--- src/rtl/uart_fifo_pkg.sv ---
// Shared types for the UART FIFO bridge: FSM state encodings and byte width.
package uart_fifo_pkg;
  localparam int BYTE_W = 8;

  typedef enum logic [1:0] {TX_IDLE, TX_LAUNCH, TX_WAIT_BUSY, TX_WAIT_DONE} tx_state_t;
  typedef enum logic [1:0] {RX_IDLE, RX_CAPTURE, RX_WAIT_CLR} rx_state_t;
endpackage

--- src/rtl/uart_fifo_bridge_sync_fifo.sv ---
// First-word fall-through synchronous FIFO; head reads 0 when empty.
// A push on full is accepted only when a pop frees the slot in the same cycle.
module sync_fifo #(
  parameter int DEPTH = 16,
  parameter int WIDTH = 8
) (
  input  logic               clk,
  input  logic               reset_ni,
  input  logic               push,
  input  logic [WIDTH-1:0]   push_data,
  input  logic               pop,
  output logic [WIDTH-1:0]   head,
  output logic               full,
  output logic               empty,
  output logic [$clog2(DEPTH):0] count
);
  localparam int PTR_W = $clog2(DEPTH);
  localparam int CNT_W = PTR_W + 1;

  logic [WIDTH-1:0] mem [DEPTH];
  logic [PTR_W-1:0] wr_ptr, rd_ptr;
  logic             do_push, do_pop;

  assign full    = (count == CNT_W'(DEPTH));
  assign empty   = (count == '0);
  assign do_pop  = pop && !empty;
  assign do_push = push && (!full || pop);
  assign head    = empty ? '0 : mem[rd_ptr];

  always_ff @(posedge clk or negedge reset_ni) begin
    if (!reset_ni) begin
      wr_ptr <= '0;
      rd_ptr <= '0;
      count  <= '0;
    end else begin
      if (do_push) wr_ptr <= wr_ptr + 1'b1;
      if (do_pop)  rd_ptr <= rd_ptr + 1'b1;
      if (do_push && !do_pop)      count <= count + 1'b1;
      else if (do_pop && !do_push) count <= count - 1'b1;
    end
  end

  always_ff @(posedge clk) begin
    if (do_push) mem[wr_ptr] <= push_data;
  end
endmodule

--- src/rtl/uart_fifo_bridge.sv ---
// Buffered CPU <-> UART core byte bridge with TX/RX FIFOs and sticky overflow flags.
// Define UART_FIFO_IRQ_EN to add the registered irq_o output.
module uart_fifo_bridge
  import uart_fifo_pkg::*;
#(
  parameter int DEPTH = 16,
  localparam int CNT_W = $clog2(DEPTH) + 1
) (
  input  logic              clk,
  input  logic              reset_ni,
  input  logic              cpu_wr_i,
  input  logic [BYTE_W-1:0] cpu_wr_data_i,
  input  logic              cpu_rd_i,
  output logic [BYTE_W-1:0] cpu_rd_data_o,
  input  logic              clr_flags_i,
  output logic              tx_full_o,
  output logic              tx_empty_o,
  output logic              rx_empty_o,
  output logic [CNT_W-1:0]  rx_count_o,
  output logic              tx_ovf_o,
  output logic              rx_ovf_o,
  output logic              uart_wr_o,
  output logic [BYTE_W-1:0] uart_tx_data_o,
  input  logic              uart_busy_i,
  output logic              uart_rd_o,
  input  logic [BYTE_W-1:0] uart_rx_data_i,
  input  logic              uart_valid_i
`ifdef UART_FIFO_IRQ_EN
  ,
  output logic              irq_o
`endif
);
  tx_state_t         tx_state, tx_next;
  rx_state_t         rx_state, rx_next;
  logic              tx_pop, rx_push;
  logic              tx_full, tx_fifo_empty, rx_full;
  logic [CNT_W-1:0]  tx_count;
  logic [BYTE_W-1:0] tx_head;
  logic              tx_drop, rx_drop;

  sync_fifo #(.DEPTH(DEPTH), .WIDTH(BYTE_W)) u_tx_fifo (
    .clk       (clk),
    .reset_ni  (reset_ni),
    .push      (cpu_wr_i),
    .push_data (cpu_wr_data_i),
    .pop       (tx_pop),
    .head      (tx_head),
    .full      (tx_full),
    .empty     (tx_fifo_empty),
    .count     (tx_count)
  );

  sync_fifo #(.DEPTH(DEPTH), .WIDTH(BYTE_W)) u_rx_fifo (
    .clk       (clk),
    .reset_ni  (reset_ni),
    .push      (rx_push),
    .push_data (uart_rx_data_i),
    .pop       (cpu_rd_i),
    .head      (cpu_rd_data_o),
    .full      (rx_full),
    .empty     (rx_empty_o),
    .count     (rx_count_o)
  );

  assign tx_full_o  = tx_full;
  assign tx_empty_o = tx_fifo_empty && (tx_state == TX_IDLE);
  assign tx_drop    = cpu_wr_i && tx_full && !tx_pop;
  assign rx_drop    = rx_push && rx_full && !cpu_rd_i;

  // Head is popped on the IDLE->LAUNCH edge so data and strobe appear together.
  always_comb begin
    tx_next   = tx_state;
    tx_pop    = 1'b0;
    uart_wr_o = 1'b0;
    case (tx_state)
      TX_IDLE: if ((tx_count != '0) && !uart_busy_i) begin
        tx_pop  = 1'b1;
        tx_next = TX_LAUNCH;
      end
      TX_LAUNCH: begin
        uart_wr_o = 1'b1;
        tx_next   = TX_WAIT_BUSY;
      end
      TX_WAIT_BUSY: if (uart_busy_i)  tx_next = TX_WAIT_DONE;
      TX_WAIT_DONE: if (!uart_busy_i) tx_next = TX_IDLE;
      default: tx_next = TX_IDLE;
    endcase
  end

  always_comb begin
    rx_next   = rx_state;
    rx_push   = 1'b0;
    uart_rd_o = 1'b0;
    case (rx_state)
      RX_IDLE: if (uart_valid_i) rx_next = RX_CAPTURE;
      RX_CAPTURE: begin
        rx_push   = 1'b1;
        uart_rd_o = 1'b1;
        rx_next   = RX_WAIT_CLR;
      end
      RX_WAIT_CLR: if (!uart_valid_i) rx_next = RX_IDLE;
      default: rx_next = RX_IDLE;
    endcase
  end

  always_ff @(posedge clk or negedge reset_ni) begin
    if (!reset_ni) begin
      tx_state       <= TX_IDLE;
      rx_state       <= RX_IDLE;
      uart_tx_data_o <= '0;
      tx_ovf_o       <= 1'b0;
      rx_ovf_o       <= 1'b0;
    end else begin
      tx_state <= tx_next;
      rx_state <= rx_next;
      if (tx_pop) uart_tx_data_o <= tx_head;
      // A new overflow beats a same-cycle clear.
      if (tx_drop)          tx_ovf_o <= 1'b1;
      else if (clr_flags_i) tx_ovf_o <= 1'b0;
      if (rx_drop)          rx_ovf_o <= 1'b1;
      else if (clr_flags_i) rx_ovf_o <= 1'b0;
    end
  end

`ifdef UART_FIFO_IRQ_EN
  always_ff @(posedge clk or negedge reset_ni) begin
    if (!reset_ni) irq_o <= 1'b0;
    else           irq_o <= !rx_empty_o || tx_ovf_o || rx_ovf_o;
  end
`endif
endmodule
--- config.mk ---
export PLATFORM = sky130hd
export DESIGN_NAME = uart_fifo_bridge
export DESIGN_NICKNAME = d
export VERILOG_FILES = /design/src/rtl/uart_fifo_pkg.sv /design/src/rtl/uart_fifo_bridge_sync_fifo.sv /design/src/rtl/uart_fifo_bridge.sv
export SDC_FILE = /design/constraint.sdc
export NUM_CORES = 1
export LEC_CHECK = 0
export BUFFER_PORTS_ARGS = -buffer_cell sky130_fd_sc_hd__buf_4
export CELL_PAD_IN_SITES_DETAIL_PLACEMENT = 0
export CELL_PAD_IN_SITES_GLOBAL_PLACEMENT = 2
export CORE_AREA = 5 5 183 167
export DETAILED_ROUTE_END_ITERATION = 12
export DIE_AREA = 0 0 188 172
export PLACE_DENSITY_LB_ADDON = 0.15
export SYNTH_ARGS = -nofsm -noshare
export SYNTH_HDL_FRONTEND = slang
export SYNTH_SLANG_ARGS = --single-unit
--- constraint.sdc ---
create_clock -name clk -period 2.8 [get_ports clk]
set_clock_uncertainty 0.15 [all_clocks]
set_input_delay 0 -clock clk [delete_from_list [all_inputs] [get_ports clk]]
set_output_delay 0 -clock clk [all_outputs]
set_load 0.03 [all_outputs]
# Word level (Yosys, flattened, before mapping)
# Memory sizes are Yosys's and may differ from the RTL's. A register that Yosys moved wholly into a read port is not among the register bits.
# Cells that the tools add are included.
# W data, S select, Z words.
[op_classes] add_sub_neg=8 n_eq_ne=12 muxes=23 reduce_logical=39
[ops] operator="$mux W5" n=4
[ops] operator="$add A4 B1 Y4 const B" n=4
[ops] operator="$logic_and A1 B1 Y1" n=14
[ops] operator="$logic_not A1 Y1" n=12
[ops] operator="$mux W1" n=11
[ops] operator="$add A5 B1 Y5 const B" n=2
[ops] operator="$eq A5 B5 Y1 const B" n=2
[ops] operator="$logic_not A5 Y1" n=2
[ops] operator="$mux W2" n=5
[ops] operator="$sub A5 B1 Y5 const B" n=2
[ops] operator="$mux W8" n=1
[ops] operator="$ne A2 B2 Y1 const B" n=4
[ops] operator="$pmux W2 S4" n=1
[ops] operator="$reduce_bool A2 Y1" n=4
[ops] operator="$eq A2 B2 Y1 const B" n=3
[ops] operator="$pmux W2 S3" n=1
[ops] operator="$reduce_bool A5 Y1" n=1
[ops] operator="$eq A2 B1 Y1 const B" n=2
[ops] operator="$logic_not A2 Y1" n=2
[ops] operator="$reduce_and A3 Y1" n=1
[ops] operator="$logic_or A1 B1 Y1" n=2
[ops] operator="$ne A2 B1 Y1 const B" n=1
[ops] operator="$reduce_and A2 Y1" n=1
[totals] reg_bits=32 ram_bits=256 inputBits=23 out_inout_bits=28 word_cells=94 n_memories=2
[mem_list] memory="u_rx_fifo.mem" depth=16 word_bits=8 read_ports=1 rd_ports_with_merged_regs=0 write_ports=1 line="uart_fifo_bridge_sync_fifo.sv:20" text="logic [WIDTH-1:0] mem [DEPTH];"
[mem_list] memory="u_tx_fifo.mem" depth=16 word_bits=8 read_ports=1 rd_ports_with_merged_regs=1 write_ports=1 line="uart_fifo_bridge_sync_fifo.sv:20"

# Depth between registers and ports, before layout
[logic_depth] word_depth=10 ltp_mapped=12 mapped_depth_nobuf=12

# Modules after synthesis
# A second synthesis with hierarchy kept.
[unflattened] cells_unflattened=652 hier_area_um2=12303.0
[modules_own_cells] module="sync_fifo" instances=2 cells_each=299 area_each_um2=5814.3 seq_area_each_um2=4169.0
[modules_own_cells] module="uart_fifo_bridge" instances=1 cells_each=54 area_each_um2=674.4 seq_area_each_um2=350.3

# Worst setup path before layout
# No wires, ideal clock.
[synth_path] path_type="reg2reg" start="register u_tx_fifo.count[0]" end="register u_tx_fifo.count[4]" setup_ns=0.080 arrival_ns=2.777 t_required_ns=2.570 slack_ns=-0.207 stages_incl_launch_ff=11 n_path_buf=0 synth_period_minus_slack_ns=3.007 path_cell_list="dfrtp_1 -> or4_4 -> o31ai_4 -> inv_4 -> ha_1 -> inv_1 -> ha_1 -> a21o_1 -> a21oi_1 -> mux2i_1 -> xnor2_1"
[synth_between] elab_chain_cells=9 elab_cells_between_ends=20 cone_classes="add/sub: 2; eq/ne: 1; mux: 4; reduce/logical: 13"
[synth_rtl] element="start, declared" line="uart_fifo_bridge_sync_fifo.sv:15" text="output logic [$clog2(DEPTH):0] count"
[synth_rtl] element="start signal, assigned" line="uart_fifo_bridge_sync_fifo.sv:38" text="if (do_push && !do_pop) count <= count + 1'b1;"
[synth_rtl] element="start signal, assigned" line="uart_fifo_bridge_sync_fifo.sv:39" text="else if (do_pop && !do_push) count <= count - 1'b1;"
[synth_rtl] element="$reduce_bool A5 Y1" line="uart_fifo_bridge.sv:76" text="TX_IDLE: if ((tx_count != '0) && !uart_busy_i) begin"
[synth_rtl] element="$logic_and A1 B1 Y1" line="uart_fifo_bridge.sv:76"
[synth_rtl] element="$mux W1" line="uart_fifo_bridge.sv:76"
[synth_rtl] element="$mux W1" line="uart_fifo_bridge.sv:75" text="case (tx_state)"
[synth_rtl] element="$logic_or A1 B1 Y1 *" line="uart_fifo_bridge_sync_fifo.sv:27" text="assign do_push = push && (!full || pop);"
[synth_rtl] element="$logic_and A1 B1 Y1 *" line="uart_fifo_bridge_sync_fifo.sv:27"
[synth_rtl] element="via u_tx_fifo.do_push" line="uart_fifo_bridge_sync_fifo.sv:22" text="logic do_push, do_pop;"
[synth_rtl] element="$logic_not A1 Y1" line="uart_fifo_bridge_sync_fifo.sv:39"
[synth_rtl] element="$logic_and A1 B1 Y1" line="uart_fifo_bridge_sync_fifo.sv:39"
[synth_rtl] element="$reduce_bool A2 Y1 (no line)"
# Mark *: on every way through the listed nets, which the timed path passes. The rest lies on a longest branch. The select of a mux whose other input is x is not followed.
# A chain may end at the register's enable or synchronous reset.

# Worst setup path after layout
[layout_path] start="register u_tx_fifo.count[2]" end="register u_tx_fifo.count[4]"
[layout_between] elab_chain_cells=9 elab_cells_between_ends=20 cone_classes="add/sub: 2; eq/ne: 1; mux: 4; reduce/logical: 13"
[layout_rtl] element="$reduce_bool A5 Y1" line="uart_fifo_bridge.sv:76"
[layout_rtl] element="$logic_and A1 B1 Y1" line="uart_fifo_bridge.sv:76"
[layout_rtl] element="$mux W1" line="uart_fifo_bridge.sv:76"
[layout_rtl] element="$mux W1" line="uart_fifo_bridge.sv:75"
[layout_rtl] element="$logic_or A1 B1 Y1" line="uart_fifo_bridge_sync_fifo.sv:27"
[layout_rtl] element="$logic_and A1 B1 Y1" line="uart_fifo_bridge_sync_fifo.sv:27"
[layout_rtl] element="$logic_not A1 Y1" line="uart_fifo_bridge_sync_fifo.sv:39"
[layout_rtl] element="$logic_and A1 B1 Y1" line="uart_fifo_bridge_sync_fifo.sv:39"
[layout_rtl] element="$reduce_bool A2 Y1 (no line)"
# Several ways; a longest one is shown, not always the timed one. The select of a mux whose other input is x is not followed.

==> run_results.csv <==
group,metric,value,unit
status,status,"complete, no violations",
placement,gp_congestion,0.729,
cts,cts_tree,"built",
setup_path,rrSetupSlack,0.12,ns
global_routing,grt.total_usage,15.7,%
power_and_ir_drop,p_leak,5.15,nW
global_routing,grt_util_met1,20.4,%
worst_hold_path,worstHoldEndpoint,"rx_state[1]",
synthesis,synth_fp_nets,674,
cts,cts_sinks,296,
floorplan,core,28500,sq um
setup_path,cp_num_buf_inv,1,
power_and_ir_drop,power.total,15.0,mW
worst_hold_path,holdPathStages,4,
finish,area_growth,20.2,%
finish,fin_util,50.9,%
global_routing,grt_first_pass_wirelength,39100,um
synthesis,synth_edf_count,256,
setup_path,ff2ff_path_depth,9,
power_and_ir_drop,irDropWorstVdd,0.522,mV
synthesis,yosys_warnings,0,
detailed_routing,drcViolationCount,0,
cts,ctsRootBufferMaster,"clkbuf_16",
detailed_routing,antenna_left,0,
placement,portBuffers,50,
global_routing,grt_use_met3,2.20,%
finish,drive_gt1_share,30.3,%
global_routing,grt_max_degree,41,
synthesis,async_flop_share,13.5,%
setup_path,crit_chain,"or4_4 > o21ai_4 > ha_4 > inv_4 > fa_1 > a21o_1 > a21oi_2 > mux2i_1 > xnor2_1",
setup_path,critical_path_arrival,2.99,ns
global_routing,gr-total-overflow,0,
cts,clock_latency,0.54,ns
floorplan,dieArea,32300,sq um
detailed_routing,wirelength,24900,um
setup_path,cp_max_fo,5,
floorplan,die_h,172,um
sta,drv_slew,0,
setup_path,rr_endpoint,"u_tx_fifo.count[4]",
run,cap_violations,0,
sta,min_period,2.68,ns
sta,fin_crit_sh,95.8,%
synthesis,synth.most_common_cell,"edfxtp_1",
synthesis,synth_top_area_cell,"edfxtp_1",
cts,htree_levels,1,
sta,relSlewSlack,41.4,%
power_and_ir_drop,power.density,1040,nW/um^2
setup_path,endpoint_kind,"register",
detailed_routing,wl_per_cell,21.8,um
synthesis,yosys-top-cells-area,"edfxtp_1 (64%), mux4_2 (12%), dfrtp_1 (8.3%)",
floorplan,num_rows,59,
detailed_routing,drtIter0Drc,324,
finish,regArea,8700,sq um
worst_hold_path,min-delay-path-class,"in -> reg",
finish,fillCellCount,2336,
sta,max_freq,0.373,GHz
synthesis,ys.flop_type,"edfxtp_1",
sta,hold_violations,0,
global_routing,first_global_vias,6565,
setup_path,cp_top_family,"simple AND/OR/NAND/NOR gates",
synthesis,yosys.area.top_type_share,63.7,%
sta,worst_pin_slew,0.879,ns
setup_path,critPathMaxStageDelay,0.58,ns
synthesis,ys_seq_area_share,72.0,%
finish,multiInputGateArea,3240,sq um
global_routing,globalRouteMet2Util,28.5,%
worst_hold_path,min-delay-start,"uart_valid_i",
sta,setup_viol,0,
setup_path,critPathKind,"reg -> reg",
synthesis,ys_ff_latch,296,
synthesis,ys_types,46,
detailed_routing,drt-vias-per-instance,5.27,
finish,antenna_cells,0,
cts,cts_buffers,31,
sta,rsz0062_at_grt,"false",
setup_path,critPathSlowestCell,"or4_4",
synthesis,syn_area,12100,sq um
setup_path,crit_required,3.11,ns
cts,clkTransAtPathRegs,0.06,ns
synthesis,synthTopCellsByCount,"edfxtp_1 (256), mux4_2 (64), dfrtp_1 (40)",
setup_path,critPathLaunchType,"register",
detailed_routing,drt-pass1-iter-count,4,
detailed_routing,vias,6013,
setup_path,r2r-start,"u_tx_fifo.count[2]",
synthesis,syn_inst,627,
cts,clock_path_buffers,3,
floorplan,boundaryPins,51,
finish,layout.nets,799,
global_routing,grt_antenna_before_repair,0,
global_routing,grt-busiest-layer,"met2",
placement,hpwl,16000,um
floorplan,die_w,188,um
synthesis,synth_area_per_cell,19.2,sq um
floorplan,start_util,42.3,%
tightest hold or removal path: cells and delay by family:
kind                   cells  cell delay, ns
buffers and inverters      2            0.63
AND/OR/NAND/NOR            2            0.14
cell usage in the layout, fill, tap and decap left out, drive strengths merged, types with 2 or more instances in the layout:
cell type    Yosys  final
nor4             2      2
nor3             4      4
inv             15     15
fa               2      2
nand2           18     18
and3             6      6
and4             4      4
mux2             8      8
edfxtp         256    256
a211o            5      5
nor2b            7      7
clkinv           0     13
o21ai           13     13
nor3b            6      6
a22o             5      5
mux4            64     64
nor2            13     13
buf             17     99
o31ai            2      2
clkbuf          14     39
clkinvlp         0      2
mux2i           29     29
nor4bb           4      4
nand4            2      2
nand3            9      9
xor2             4      4
xnor2           16     16
nand2b           3      3
bufinv           0      3
and2             8      8
o22ai            8      8
a21o             4      4
dlygate4sd3      0     24
dfrtp           40     40
ha              22     22
a21oi            9      9
worst max-delay path by stage:
stage,startpoint,endpoint,slack [ns],depth (start not counted)
5_1_grt,tx_state[1],u_tx_fifo.count[4],0.006,13
3_3_place_gp,u_rx_fifo.count[1],u_rx_fifo.count[4],0.05,10
3_5_place_dp,u_rx_fifo.count[1],u_rx_fifo.count[4],-0.002,10
2_1_floorplan,u_tx_fifo.count[2],u_tx_fifo.count[4],-0.0006,10
6_report,u_tx_fifo.count[2],u_tx_fifo.count[4],0.12,9
4_1_cts,u_rx_fifo.rd_ptr[0],cpu_rd_data_o[7],0.05,5
metal layers:
layer,wire length [um],up-vias
met1,10800,3129
met4,453,0
met3,726,32
li1,-,2766
met2,12900,86
met5,0,-
power breakdown:
part           total (mW)  internal [mW]  switching (mW)  leakage, nW
clock network        4.00           2.40            1.60        0.490
registers            6.04           5.38           0.665         2.79
logic                4.97           2.46            2.50         1.87
total                15.0           10.2            4.77         5.15
timing repair:
item,4_1_cts,5_1_grt
setup buffers,0,1
endpoints found under the setup margin,1,7
pin swaps,0,2
endpoints found under the hold margin,320,0
hold buffers,25,0
resized for setup,1,6
cell families after synthesis:
group / share of synthesized area (%)
and+or+nand+nor: 4.26
muxes: 15.1
buffers and inverters: 1.73
adders and majority gates: 2.61
xor gates and xnor gates: 1.45
DFF: 72.0
AOI/OAI and AO/OA: 2.82
registers in the layout, indices dropped and copies added, names as in the netlist:
name / flops
u_tx_fifo.rd_ptr: 4
u_tx_fifo.mem: 128
rx_state: 2
tx_ovf_o: 1
u_rx_fifo.rd_ptr: 4
tx_state: 2
u_tx_fifo.wr_ptr: 4
uart_tx_data_o: 8
u_rx_fifo.mem: 128
rx_ovf_o: 1
u_tx_fifo.count: 5
u_rx_fifo.count: 5
u_rx_fifo.wr_ptr: 4
area by class of cell:
class	instances	area share [%]
flip-flops and latches	296	60.0
multi-input cells	285	22.3
repair buffers	123	7.10
clock buffers	39	5.84
well taps	366	3.16
clock inverters	18	1.13
inverters	15	0.423
metrics by stage:
stage | area (sq um) | std cells | worst slack [ns] | TNS, ns | hold WS [ns]
3_3_place_gp | 13200 | 1059 | 0.0525 | 0 | -0.101
6_report | 14500 | 1142 | 0.117 | 0 | 0.120
4_1_cts | 14500 | 1141 | 0.0452 | 0 | 0.0909
2_1_floorplan | 12100 | 627 | -0.000599 | -0.000599 | -0.446
5_1_grt | 14500 | 1142 | 0.00638 | 0 | 0.150
3_5_place_dp | 13200 | 1059 | -0.00227 | -0.00227 | -0.0907
(Power assumes the default switching activity.)
